$ cat src/rtl/shift_reg_univ.sv
// Universal WIDTH-bit shift register with a saturating shift counter.
// Serves as the serialiser/deserialiser core for SPI/UART-style blocks.
module shift_reg_univ #(
  parameter int               WIDTH   = 8,
  parameter logic [WIDTH-1:0] RST_VAL = '0
) (
  input  logic                       clk,
  input  logic                       rst,
  input  logic                       en,
  input  logic [2:0]                 mode,
  input  logic                       sin_l,
  input  logic                       sin_r,
  input  logic [WIDTH-1:0]           pin,
  output logic [WIDTH-1:0]           pout,
  output logic                       sout_l,
  output logic                       sout_r,
  output logic [$clog2(WIDTH+1)-1:0] cnt,
  output logic                       done
);

  localparam int CW = $clog2(WIDTH+1);
  localparam logic [CW-1:0] CMAX = CW'(WIDTH);

  typedef enum logic [2:0] {
    M_HOLD  = 3'd0,
    M_SHL   = 3'd1,
    M_SHR   = 3'd2,
    M_ROL   = 3'd3,
    M_ROR   = 3'd4,
    M_LOAD  = 3'd5,
    M_ASR   = 3'd6,
    M_CLEAR = 3'd7
  } mode_t;

  mode_t          op;
  logic [WIDTH-1:0] q;
  logic [WIDTH-1:0] q_nxt;
  logic [CW-1:0]  cnt_q;
  logic [CW-1:0]  cnt_nxt;
  logic           done_q;
  logic           shift;
  logic           zero;

  assign op = mode_t'(mode);

  always_comb begin
    q_nxt = q;
    shift = 1'b0;
    zero  = 1'b0;
    unique case (op)
      M_HOLD: begin
        q_nxt = q;
      end
      M_SHL: begin
        q_nxt = {q[WIDTH-2:0], sin_r};
        shift = 1'b1;
      end
      M_SHR: begin
        q_nxt = {sin_l, q[WIDTH-1:1]};
        shift = 1'b1;
      end
      M_ROL: begin
        q_nxt = {q[WIDTH-2:0], q[WIDTH-1]};
        shift = 1'b1;
      end
      M_ROR: begin
        q_nxt = {q[0], q[WIDTH-1:1]};
        shift = 1'b1;
      end
      M_LOAD: begin
        q_nxt = pin;
        zero  = 1'b1;
      end
      M_ASR: begin
        q_nxt = {q[WIDTH-1], q[WIDTH-1:1]};
        shift = 1'b1;
      end
      M_CLEAR: begin
        q_nxt = RST_VAL;
        zero  = 1'b1;
      end
      default: begin
        q_nxt = q;
      end
    endcase
  end

  // Counter saturates at WIDTH so long bursts keep done asserted.
  always_comb begin
    cnt_nxt = cnt_q;
    if (zero) begin
      cnt_nxt = '0;
    end else if (shift && (cnt_q != CMAX)) begin
      cnt_nxt = cnt_q + CW'(1);
    end
  end

  always_ff @(posedge clk) begin
    if (rst) begin
      q      <= RST_VAL;
      cnt_q  <= '0;
      done_q <= 1'b0;
    end else if (en) begin
      q      <= q_nxt;
      cnt_q  <= cnt_nxt;
      done_q <= (cnt_nxt == CMAX);
    end
  end

  assign pout   = q;
  assign sout_l = q[WIDTH-1];
  assign sout_r = q[0];
  assign cnt    = cnt_q;
  assign done   = done_q;

endmodule
$ cat config.mk
export PLATFORM = sky130hd
export DESIGN_NAME = shift_reg_univ
export DESIGN_NICKNAME = d
export VERILOG_FILES = /design/src/rtl/shift_reg_univ.sv
export SDC_FILE = /design/constraint.sdc
export NUM_CORES = 1
export LEC_CHECK = 0
export ABC_AREA = 1
export CAP_MARGIN = 30
export CORE_MARGIN = 2
export CORE_UTILIZATION = 43
export DETAILED_ROUTE_END_ITERATION = 16
export GPL_ROUTABILITY_DRIVEN = 0
export PLACE_DENSITY = 0.81
export SLEW_MARGIN = 40
export SYNTH_ARGS = -nofsm -noshare
export SYNTH_HDL_FRONTEND = slang
export SYNTH_SLANG_ARGS = --single-unit
export TNS_END_PERCENT = 30
$ cat constraint.sdc
create_clock -name clk -period 1.9 [get_ports clk]
set_clock_uncertainty 0.05 [all_clocks]
set_input_delay 0.475 -clock clk [delete_from_list [all_inputs] [get_ports clk]]
set_output_delay 0.475 -clock clk [all_outputs]
set_load 0.02 [all_outputs]
==> flow_summary.ini <==
[clocking]
numCtsBuffers = 3
insertion_delay_ns = 0.29
clk_pin_slew_ns = 0.09
post_cts_buffers = 0
ctsLongestPathBuffers = 2
cts-htree-levels = 1
cts_tree = yes
clock_sinks = 13
cts_root_buf = clkbuf_4

[global_routing]
grt_first_pass_wirelength_mm = 3.54
use_met3_pct = 5.66
grt_max_degree = 14
grt_use_met1_pct = 26.0
antenna_found_initial = 0
grt_pass1_vias = 863
busiest_layer = met2
grt_usage_pct = 22.5
grt_remaining_overflow = 0
met2_usage_pct = 36.5

[power]
ir_drop_uv = 416
p_leak_nw = 0.593
p_total_mw = 0.736
power_density_nw_per_um2 = 598

[layout]
nets = 177
final_area_um2 = 1230
area_growth_pct = 47.5
drive_gt1_share_pct = 13.9
nFillCells = 163
n_antenna_cell = 0

[detailed_routing]
routed_via_density = 5.32
drtPass1Iterations = 4
wl_mm = 2.31
dr.first_iter.drc_count = 14
wl_per_cell_um = 12.6
vias = 974
ant_nets = 0
remaining_drc_errors = 0

[outcome]
status = finished, final reports clean

[run]
maxCapViolations = 0

[worst_setup_path]
setup.worst_path.class = flop to primary output
worst-path-buf-inv = 1
r2r_slack_ns = 0.23
path_delay_family = buffers and inverters
cp.arrival_ns = 1.31
cp_slowest_cell = clkdlybuf4s50_1
cp.required_ns = 1.37
max_stage_delay_ns = 0.63
crit_fanout = 5
crit_chain = clkdlybuf4s50_1
start_kind = flop
endpoint_kind = primary output

[floorplan]
rows = 15
die_w_um = 48.1
die_h_um = 48.1
core_um2 = 1780
initial_utilization_pct = 46.8
die_area_um2 = 2310
io_pins = 31

[synthesis]
synth_top_area_share_pct = 31.2
netlist_area_um2 = 835
synth_cell_types = 23
synth-seq-cells = 13
syn-num-nets = 139
seq_area_frac_synth_pct = 31.2
synth_top_area_cell = dfxtp_1
synth.avg_cell_area_um2 = 6.90
yosysWarningCount = 0
synth_cells = 121
synth_area_leaders = dfxtp_1, nand2_1, a21oi_1

[timing]
max_freq_mhz = 545
finalHoldViolations = 0
layout_setup_ws_ns = 0.0641
setup_tns_ns = 0
hold_ws_ns = 0.430
maxSlewViolCount = 0
rsz0062_at_grt = no
slew-limit-headroom_pct = 83.1
setup_viol = 0
tightest_slew_ns = 0.253
fin_crit_ns = 1.84
final.period_utilization_pct = 96.6

[place]
dpl-instance-area_um2 = 1190
place_ws_ns = -0.0973
io_buffers = 30
dpl.hpwl_mm = 1.77

[hold_path]
hold_class = flop to flop
[per-layer routing]
layer,vias to the layer above,wire length (um)
li1,484,-
met1,443,967
met2,40,1140
met3,7,140
met4,0,64
met5,-,0
[through the flow]
step	utilization, %	instances
final	69.1	183
after global routing	69.1	183
after CTS	68.4	183
after detailed placement	66.9	179
after global placement	66.9	179
after floorplan	-	121
[synth_stat cells]
cell       n
nand2_1   24
inv_1     16
a21oi_1   14
dfxtp_1   13
o21ai_0    9
nand3_1    7
a221oi_1   6
o22ai_1    4
buf_4      3
inv_2      3
nand2_4    3
nor2_1     3
o21ai_1    3
a21oi_2    2
ha_1       2
nand4_1    2
a31oi_1    1
clkbuf_1   1
clkinv_2   1
nand2_2    1
nor2_2     1
nor2_4     1
xnor2_1    1
[cell families (layout without fill, tap and decap cells)]
| logic type | after synthesis | after routing | synth area share (%) |
|---|---|---|---|
| and+or+nand+nor | 42 | 42 | 24.7 |
| DFF | 13 | 13 | 31.2 |
| xor gates and xnor gates | 1 | 1 | 1.05 |
| buffers and inverters | 24 | 61 | 12.3 |
| adders and majority gates | 2 | 2 | 3.00 |
| AOI/OAI and AO/OA | 39 | 39 | 27.7 |
[cell type report]
type	instances	area (um^2)	share of cell area, %
Clock buffer	4	26.3	2.13
Inverter	20	76.3	6.20
Multi-Input combinational cell	84	472	38.3
Sequential cell	13	260	21.1
Tap cell	25	31.3	2.54
Timing Repair Buffer	37	365	29.7
[worst reg2reg max path, delay by kind of cell, from the launching register on]
family / cells / cell delay (ns)
and+or+nand+nor: 8 / 0.72
AOI/OAI and AO/OA: 1 / 0.11
DFF: 1 / 0.43
buffers and inverters: 1 / 0.10
adders and majority gates: 1 / 0.21
[worst paths after layout]
path                        start                 to  cells past startpoint
max          pout[7]$_SDFFE_PP0P_            pout[7]                      1
min             done$_SDFFE_PP0P_  done$_SDFFE_PP0P_                      2
max reg2reg   cnt[0]$_SDFFE_PP0P_  done$_SDFFE_PP0P_                     11
min reg2reg     done$_SDFFE_PP0P_  done$_SDFFE_PP0P_                      2
[cells in the final DEF, fill, tap and decap left out, types with 2 or more instances in the layout]
cell,Yosys,layout
a21oi_1,14,14
a21oi_2,2,2
a221oi_1,6,6
buf_4,3,7
clkbuf_4,0,3
clkdlybuf4s50_1,0,25
dfxtp_1,13,13
dlymetal6s2s_1,0,5
ha_1,2,2
inv_1,16,16
inv_2,3,3
nand2_1,24,24
nand2_4,3,3
nand3_1,7,7
nand4_1,2,2
nor2_1,3,3
o21ai_0,9,9
o21ai_1,3,3
o22ai_1,4,4
[timing repair]
| item | in CTS | in global routing |
|---|---|---|
| hold buffers | 0 | 0 |
| setup endpoints to repair | 0 | 5 |
| gates resized for setup | 0 | 5 |
[state kept, by name, indices dropped and copies added (netlist names)]
register and cells:
pout 8, cnt 4, done 1
[power by group]
part	switching (mW)	internal, mW
clock network	0.102	0.0817
logic	0.125	0.114
registers	0.0207	0.292
total	0.248	0.488
(Power assumes the default switching activity.)
